### src/rtl/nes_pkg.sv
// Shared NES bus constants and the OAM DMA state type.
package nes_pkg;

  localparam logic [15:0] OAMDMA_ADDR  = 16'h4014;
  localparam logic [2:0]  OAMDATA_ADDR = 3'd4;

  typedef enum logic [2:0] {
    IDLE  = 3'd0,
    HALT  = 3'd1,
    ALIGN = 3'd2,
    READ  = 3'd3,
    WRITE = 3'd4
  } dma_state_t;

endpackage

### src/rtl/oam_dma_if.sv
// CPU-side bus seen by the OAM DMA engine: CPU cycle inputs in, DMA bus drive out.
interface oam_dma_if;

  logic        cpu_ce;
  logic [15:0] cpu_addr_i;
  logic        cpu_rw_i;
  logic [7:0]  cpu_data_i;
  logic [7:0]  bus_data_i;
  logic        rdy;
  logic        dma_act;
  logic [15:0] dma_addr;
  logic        dma_rw;
  logic [7:0]  dma_data_o;
  logic        dma_done;

  modport slave (
    input  cpu_ce, cpu_addr_i, cpu_rw_i, cpu_data_i, bus_data_i,
    output rdy, dma_act, dma_addr, dma_rw, dma_data_o, dma_done
  );

  modport master (
    output cpu_ce, cpu_addr_i, cpu_rw_i, cpu_data_i, bus_data_i,
    input  rdy, dma_act, dma_addr, dma_rw, dma_data_o, dma_done
  );

endinterface

### src/rtl/oam_dma.sv
// Sprite OAM DMA: a $4014 write halts the CPU and copies one 256-byte page to $2004.
// Optional OAM_DMA_RD_HALT_EN: stay in HALT until the CPU issues a read cycle.
module oam_dma
  import nes_pkg::*;
#(
  parameter logic [15:0] OAMDATA_REG = 16'h2004,
  parameter int          XFER_LEN    = 256
) (
  input logic      clk,
  input logic      rst_n,
  oam_dma_if.slave bus
);

  localparam int CNT_W = $clog2(XFER_LEN);
  localparam logic [CNT_W-1:0] CNT_LAST = CNT_W'(XFER_LEN - 1);

  dma_state_t     state_q, state_d;
  logic [7:0]     page_q, page_d;
  logic [CNT_W-1:0] cnt_q, cnt_d;
  logic           parity_q, parity_d;
  logic           rdy_q, rdy_d;
  logic           act_q, act_d;
  logic [15:0]    addr_q, addr_d;
  logic           rw_q, rw_d;
  logic [7:0]     data_q, data_d;
  logic           done_q, done_d;
  logic           trigger_s;
  logic           halt_go_s;
  logic [CNT_W-1:0] cnt_inc_s;

  assign trigger_s = (bus.cpu_addr_i == OAMDMA_ADDR) && (bus.cpu_rw_i == 1'b0);
  assign cnt_inc_s = cnt_q + CNT_W'(1);

`ifdef OAM_DMA_RD_HALT_EN
  // The 6502 only honours rdy on a read, so hold HALT until one arrives.
  assign halt_go_s = bus.cpu_rw_i;
`else
  assign halt_go_s = 1'b1;
`endif

  // Next-state and next-output logic; everything advances only on a CPU cycle strobe.
  always_comb begin
    state_d  = state_q;
    page_d   = page_q;
    cnt_d    = cnt_q;
    parity_d = parity_q;
    rdy_d    = rdy_q;
    act_d    = act_q;
    addr_d   = addr_q;
    rw_d     = rw_q;
    data_d   = data_q;
    done_d   = 1'b0;
    if (bus.cpu_ce) begin
      parity_d = ~parity_q;
      case (state_q)
        IDLE: begin
          if (trigger_s) begin
            page_d  = bus.cpu_data_i;
            rdy_d   = 1'b0;
            state_d = HALT;
          end else begin
            state_d = IDLE;
          end
        end
        HALT: begin
          if (halt_go_s) begin
            act_d   = 1'b1;
            rw_d    = 1'b1;
            addr_d  = {page_q, cnt_q};
            // Reads must land on get cycles; a get-cycle HALT needs one dummy read first.
            state_d = parity_q ? READ : ALIGN;
          end else begin
            state_d = HALT;
          end
        end
        ALIGN: begin
          state_d = READ;
        end
        READ: begin
          data_d  = bus.bus_data_i;
          rw_d    = 1'b0;
          addr_d  = OAMDATA_REG;
          state_d = WRITE;
        end
        WRITE: begin
          if (cnt_q == CNT_LAST) begin
            cnt_d   = '0;
            done_d  = 1'b1;
            rdy_d   = 1'b1;
            act_d   = 1'b0;
            rw_d    = 1'b1;
            state_d = IDLE;
          end else begin
            cnt_d   = cnt_inc_s;
            rw_d    = 1'b1;
            addr_d  = {page_q, cnt_inc_s};
            state_d = READ;
          end
        end
        default: begin
          rdy_d   = 1'b1;
          act_d   = 1'b0;
          rw_d    = 1'b1;
          state_d = IDLE;
        end
      endcase
    end else begin
      state_d = state_q;
    end
  end

  // State and registered outputs.
  always_ff @(posedge clk or negedge rst_n) begin
    if (!rst_n) begin
      state_q  <= IDLE;
      page_q   <= 8'h00;
      cnt_q    <= '0;
      parity_q <= 1'b0;
      rdy_q    <= 1'b1;
      act_q    <= 1'b0;
      addr_q   <= 16'h0000;
      rw_q     <= 1'b1;
      data_q   <= 8'h00;
      done_q   <= 1'b0;
    end else begin
      state_q  <= state_d;
      page_q   <= page_d;
      cnt_q    <= cnt_d;
      parity_q <= parity_d;
      rdy_q    <= rdy_d;
      act_q    <= act_d;
      addr_q   <= addr_d;
      rw_q     <= rw_d;
      data_q   <= data_d;
      done_q   <= done_d;
    end
  end

  assign bus.rdy        = rdy_q;
  assign bus.dma_act    = act_q;
  assign bus.dma_addr   = addr_q;
  assign bus.dma_rw     = rw_q;
  assign bus.dma_data_o = data_q;
  assign bus.dma_done   = done_q;

endmodule

### src/flat_wrapper.sv
// flat-port wrapper written by rule: the top's interface ports become plain ports
module oam_dma_flat import nes_pkg::*;
#(
  parameter logic [15:0] OAMDATA_REG = 16'h2004,
  parameter int          XFER_LEN    = 256
)
  (clk, rst_n, bus_cpu_ce, bus_cpu_addr_i, bus_cpu_rw_i, bus_cpu_data_i, bus_bus_data_i, bus_rdy, bus_dma_act, bus_dma_addr, bus_dma_rw, bus_dma_data_o, bus_dma_done);
  oam_dma_if bus_i ();
  input logic clk;
  input logic rst_n;
  input wire logic [$bits(bus_i.cpu_ce)-1:0] bus_cpu_ce;
  input wire logic [$bits(bus_i.cpu_addr_i)-1:0] bus_cpu_addr_i;
  input wire logic [$bits(bus_i.cpu_rw_i)-1:0] bus_cpu_rw_i;
  input wire logic [$bits(bus_i.cpu_data_i)-1:0] bus_cpu_data_i;
  input wire logic [$bits(bus_i.bus_data_i)-1:0] bus_bus_data_i;
  output wire logic [$bits(bus_i.rdy)-1:0] bus_rdy;
  output wire logic [$bits(bus_i.dma_act)-1:0] bus_dma_act;
  output wire logic [$bits(bus_i.dma_addr)-1:0] bus_dma_addr;
  output wire logic [$bits(bus_i.dma_rw)-1:0] bus_dma_rw;
  output wire logic [$bits(bus_i.dma_data_o)-1:0] bus_dma_data_o;
  output wire logic [$bits(bus_i.dma_done)-1:0] bus_dma_done;
  assign bus_i.cpu_ce = bus_cpu_ce;
  assign bus_i.cpu_addr_i = bus_cpu_addr_i;
  assign bus_i.cpu_rw_i = bus_cpu_rw_i;
  assign bus_i.cpu_data_i = bus_cpu_data_i;
  assign bus_i.bus_data_i = bus_bus_data_i;
  assign bus_rdy = bus_i.rdy;
  assign bus_dma_act = bus_i.dma_act;
  assign bus_dma_addr = bus_i.dma_addr;
  assign bus_dma_rw = bus_i.dma_rw;
  assign bus_dma_data_o = bus_i.dma_data_o;
  assign bus_dma_done = bus_i.dma_done;
  oam_dma #(.OAMDATA_REG(OAMDATA_REG), .XFER_LEN(XFER_LEN)) u_core (.clk(clk), .rst_n(rst_n), .bus(bus_i));
endmodule
### config.mk
export PLATFORM = sky130hd
export DESIGN_NAME = oam_dma_flat
export DESIGN_NICKNAME = d
export VERILOG_FILES = /design/src/rtl/nes_pkg.sv /design/src/rtl/oam_dma_if.sv /design/src/rtl/oam_dma.sv /design/src/flat_wrapper.sv
export SDC_FILE = /design/constraint.sdc
export NUM_CORES = 1
export LEC_CHECK = 0
export CELL_PAD_IN_SITES_DETAIL_PLACEMENT = 1
export CELL_PAD_IN_SITES_GLOBAL_PLACEMENT = 2
export CORE_MARGIN = 8
export CORE_UTILIZATION = 42
export DETAILED_ROUTE_END_ITERATION = 8
export DONT_BUFFER_PORTS = 1
export PLACE_DENSITY = 0.93
export SLEW_MARGIN = 20
export SYNTH_ARGS = -nofsm -noshare
export SYNTH_HDL_FRONTEND = slang
export SYNTH_SLANG_ARGS = --single-unit
### constraint.sdc
create_clock -name clk -period 4.7 [get_ports clk]
set_input_delay 0 -clock clk [delete_from_list [all_inputs] [get_ports clk]]
set_output_delay 0 -clock clk [all_outputs]
set_load 0.05 [all_outputs]
* After elaboration in Yosys (flattened, before gate mapping) *
Cells that the tools add are included.

storage, ports and cells
  register bits after elaboration = 48
  bits of input ports = 36
  output and inout port bits = 28
  word-level logic and storage cells = 54

cells by class
  $add $sub $neg = 1
  equal/unequal tests = 9
  mux-type cells = 16
  bitwise logic cells = 5
  reductions and logical operators = 13

operators with widths
  kind                                                                     number
  16-bit case mux with 3 select lines                                      1
  16-bit by 15-bit equality test with 1-bit output, second input constant  1
  16-bit 2-to-1 mux                                                        1
  3-bit case mux with 5 select lines                                       1
  3-bit AND reduction                                                      3
  8-bit by 1-bit adder with 8-bit output, second input constant            1
  8-bit equality test, second input constant                               1
  1-bit 2-to-1 mux                                                         8
  8-bit 2-to-1 mux                                                         1
  3-bit by 2-bit equality test with 1-bit output, second input constant    2
  1-bit case mux with 3 select lines                                       2
  2-bit AND reduction                                                      3
  3-bit OR reduction                                                       2
  1-bit inverter                                                           5
  2-bit by 1-bit != test with 1-bit output, second input constant          2
  4-bit AND reduction                                                      1
  3-bit by 1-bit equality test with 1-bit output, second input constant    1
  3-bit equality test, second input constant                               1
  3-bit zero test                                                          1
  3-bit nonzero test                                                       1
  2-bit 2-to-1 mux                                                         1
  2-bit != test, second input constant                                     1
  1-bit case mux with 2 select lines                                       1
  2-bit OR reduction                                                       1
  1-bit logical AND                                                        1

* Depth between registers and ports, before layout *
  word-level depth = 4
  gate-level depth with buffers = 8
  gate-level depth less buffers = 5

* Least setup slack after synthesis *
Ideal clock, no wire load.

  kind = reg-to-reg
  start = register u_core.cnt_q[0]
  end = register u_core.addr_q[0] (netlist: u_core.bus.dma_addr[0])
  arrival = 1.642 ns
  data required time = 4.575 ns
  setup slack = 2.933 ns
  cell stages (with the launch flop) = 7
  period minus slack after synthesis = 1.767 ns
  path through = dfrtp_1 > ha_1 > and3_1 > a21oi_4 > o21a_1 > buf_6 > mux2_2

on the way
  cells in the longest elaborated chain, start to end = 3
  elaborated cells between the ends (all ways) = 6

ends and longest elaborated chain
  what                                                                                  RTL line                      RTL
  start, declared                                                                       oam_dma.sv:19                 logic [CNT_W-1:0] cnt_q, cnt_d;
  start signal, assigned                                                                oam_dma.sv:128                cnt_q <= cnt_d;
  8-bit by 1-bit adder with 8-bit output / 8-bit equality test (equally long branches)  oam_dma.sv:32, oam_dma.sv:86
  16-bit 2-to-1 mux / 2-bit != test (equally long branches)                             --
  16-bit case mux with 3 select lines / 3-bit AND reduction (equally long branches)     --
  end signal, assigned                                                                  oam_dma.sv:132                addr_q <= addr_d;
  end, declared                                                                         oam_dma.sv:23                 logic [15:0] addr_q, addr_d;

Several ways; a longest one is shown, not always the timed one. The select of a mux whose other input is x is not followed.
A chain may end at the register's enable or synchronous reset.

* Worst setup path in the final report *
  start = register u_core.state_q[2]
  end = register u_core.addr_q[1] (netlist: u_core.bus.dma_addr[1])

on the way
  cells in the longest elaborated chain, start to end = 3
  elaborated cells between the ends (all ways) = 7

ends and longest elaborated chain
  what                                                                         RTL line        RTL
  start, declared                                                              oam_dma.sv:17   dma_state_t state_q, state_d;
  start signal, assigned                                                       oam_dma.sv:126  state_q <= state_d;
  3-bit equality test (tied with other cells)                                  oam_dma.sv:55   case (state_q)
  2-bit != test (no source line) / 3-bit nonzero test (equally long branches)  --
  3-bit AND reduction (no source line)                                         --

Several ways; a longest one is shown, not always the timed one.

==> impl_results.md <==
* Vias per cell at 5.48
* Int Power at 0.000804 W
* Gr usage total at 0.147
* Worst relative slew slack at 0.387
* Total gr overflow at 0
* Mapped Cells at 213
* Worst r2r src: u_core.state_q[2]$_DFFE_PN0P_
* Largest net degree at the start of global routing at 49
* Synth Net Count at 250
* Ports at 64
* Postcts setup bufs at 0
* Slew Viols, Final at 0
* Combinational power share at 0.245
* Drt wl/cell at 19.5 um
* RSZ-0062 raised after global routing: no
* Net count, final at 262
* Final period util at 0.544
* Netlist cell types at 46
* PostCTS Resize Cnt at 0
* Die area at 8290 sq um
* Final Hold Vio Count at 0
* GPL Wtd Cong at just under 0.8
* Core area at 5470 sq um
* Worst vdd ir at around 0.47 mV
* Sequential power share at 0.576
* Final Critical Period at about 2.6 ns
* Syn Area/Cell at 11.1 sq um
* Worst path slowest cell: o21a_1
* Min-delay src: bus_cpu_ce
* Diode count at 0
* Number of global-route vias before repair at 1,877
* Synthesis-stage register bit count at 48
* Crit-path max FO at 16
* Clock Root Buffer: clkbuf_8
* Crit-path cells: or3b_1, a21oi_4, o21a_1, mux2_2
* Post-route DRC at 0
* Global-route wire length before repair at ~9900 um
* DIE WIDTH at 91.0 um
* DRT iter0 DRCs at 63
* Seq/Total Area, Yosys at 0.509
* Cell area after synthesis at between 2000 and 2500 sq um
* Crit. Startpoint: u_core.state_q[2]$_DFFE_PN0P_
* Die height at around 91 um
* Switching Fraction at 0.449
* Crit. End Element: flip-flop
* DRT Pass-1 Iters at 4
* # setup viols final at 0
* CTS tree: done
* Clk buf depth at 2
* Power, Total at 0.00146 W
* Psw at approximately 0.00066 W
* # clock sinks at 48
* Area Growth Syn to Fin at 12.4%
* Synth area leaders: dfrtp_1 (49%), mux2_2 (11%), mux2i_1 (6.3%), a21oi_1 (2.8%), nand2_1 (2.7%)
* HP Class: input port to flip-flop
* Slew of the pin with the lowest slew margin at 0.920 ns
* Critical path launch point type: flip-flop
* CTS Hold Bufs at 19
* Synth top area share at 0.487
* IO buf count at 0
* Worst-Skew Late Latency at roughly 0.30 ns
* WP data arrival at 2.75 ns
* Max_cap viols at 0
* Clk network pwr share at 0.179
* Static Leak at 1.12 nW
* Initial antenna violation count at 0
* PwrDens at 549 nW/um^2
* Synth warn at 0
* Number of synthesized flops with an enable pin at 0
* Clock-pin slew on the worst setup and hold paths at 0.09 ns
* Num CTS Buffers at 5
* CP max stage delay at between 0.7 and 0.8 ns
* Via count at 1,632
* Crit Path Category: flip-flop to flip-flop
* Starting density of the core at 0.432
* Status: finished clean
* Worst Path Required at 4.89 ns
* Fmax at 391 MHz
* Final Skew at 0.00967 ns
* Top_reg_cell synth: dfrtp_1
* Cell taking the most area after synthesis: dfrtp_1
* Final TNS setup at 0 ns
* Num rows at 27
* Max H-tree Level at 2
* Synth async-reset ratio at 1.00
* DPL Wire Length at 4020 um
* Share of cells above drive strength 1 at 0.164
* Post-Route WL at 5810 um
* DRT antenna net count at 0
[cell usage in the layout (no fill, tap or decap), drive strengths merged, types with 2 or more instances in the layout]
cell         count
inv             15
nor3             4
o21ai            8
o31a             2
dfstp            2
nor2b            2
dfrtp           46
nand2           17
and3             3
mux2            23
a22o             2
xnor2            2
clkbuf           7
nor2             9
dlygate4sd3     18
nand3            9
a31oi            2
mux2i           15
o22ai            2
nor4b            3
a21oi           14
[flip-flops by register name (all words and copies together), names as in the netlist]
signal,flops
u_core.bus.dma_addr,16
u_core.bus.dma_data_o,8
u_core.cnt_q,8
u_core.page_q,8
u_core.state_q,3
u_core.bus.dma_act,1
u_core.bus.dma_done,1
u_core.bus.dma_rw,1
u_core.bus.rdy,1
u_core.parity_q,1
[kinds of logic (layout without fill, tap and decap cells)]
family | after synthesis | count (layout) | share of synthesized area
AND/OR/NAND/NOR | 58 | 58 | 0.138
flip-flops | 48 | 48 | 0.509
multiplexers | 38 | 38 | 0.173
AO/OA/AOI/OAI | 36 | 36 | 0.0984
buffers and inverters | 29 | 42 | 0.0656
XOR/XNOR | 3 | 3 | 0.0111
adder cells (fa/ha/maj) | 1 | 1 | 0.00529
[critical path: cells and delay by family (launching register included)]
| family | cells | cell delay (ns) |
|---|---|---|
| AO/OA/AOI/OAI | 2 | 0.90 |
| flip-flops | 1 | 0.59 |
| multiplexers | 1 | 0.42 |
| AND/OR/NAND/NOR | 1 | 0.54 |
[final cells by class]
| type | count | area (sq um) |
|---|---|---|
| clock inverter | 1 | 7.51 |
| sequential | 48 | 1200 |
| fill | 618 | 2820 |
| inverter | 15 | 56.3 |
| tap | 72 | 90.1 |
| timing repair buffer | 19 | 208 |
| clock buffer | 7 | 86.3 |
| multi-input combinational | 136 | 1010 |
[cells in the mapped netlist, types with 3 or more instances]
| library cell | instances |
|---|---|
| mux2_2 | 23 |
| buf_2 | 6 |
| inv_1 | 15 |
| nand3_1 | 9 |
| nand2_1 | 17 |
| dfrtp_1 | 46 |
| a21oi_1 | 13 |
| nor4b_1 | 3 |
| nor2_1 | 9 |
| o21ai_0 | 8 |
| and3_1 | 3 |
| mux2i_1 | 15 |
| nor3_1 | 3 |
[path summary, 6_finish.rpt]
check,end,slack [ns],cells after the start
min reg2reg,u_core.parity_q$_DFFE_PN0P_,0.47,1
min in group asynchronous,u_core.bus.dma_done$_DFF_PN0_,0.19,2
min,u_core.state_q[0]$_DFFE_PN0P_,0.02,2
max in group asynchronous,u_core.bus.dma_rw$_DFFE_PN1P_,4.21,2
max reg2reg,u_core.bus.dma_addr[1]$_DFFE_PN0P_,2.14,4
max,u_core.bus.dma_addr[1]$_DFFE_PN0P_,2.14,4
[routing by layer]
metal | vias up | part of all wire | GRT usage
li1 | 768 | - | -
met1 | 817 | 0.39 | 0.164
met2 | 41 | 0.52 | 0.258
met3 | 6 | 0.087 | 0.0667
met4 | 0 | 0.0046 | 0.0164
met5 | - | 0 | 0
[power by group through the flow]
stage / sequential, W / combinational (W) / clock (W)
2_1_floorplan: 0.000784 / 0.000336 / 0
3_3_place_gp: 0.000843 / 0.000320 / 0
3_5_place_dp: 0.000850 / 0.000337 / 0
4_1_cts: 0.000842 / 0.000361 / 0.000269
5_1_grt: 0.000861 / 0.000400 / 0.000283
6_report: 0.000841 / 0.000358 / 0.000261
[per-stage QoR]
stage | std cells | area, sq um | util | hold slack, ns | setup slack, ns
finish | 298 | 2660 | 0.486 | 0.0206 | 2.14
global route | 298 | 2660 | 0.486 | 0.0474 | 2.00
global placement | 271 | 2360 | 0.430 | -0.293 | 2.21
CTS | 298 | 2660 | 0.486 | 0.00783 | 2.14
detailed placement | 271 | 2360 | 0.430 | -0.293 | 2.13
floorplan | 213 | 2360 | - | -0.296 | 2.93
Power figures use the tool's default switching activity.
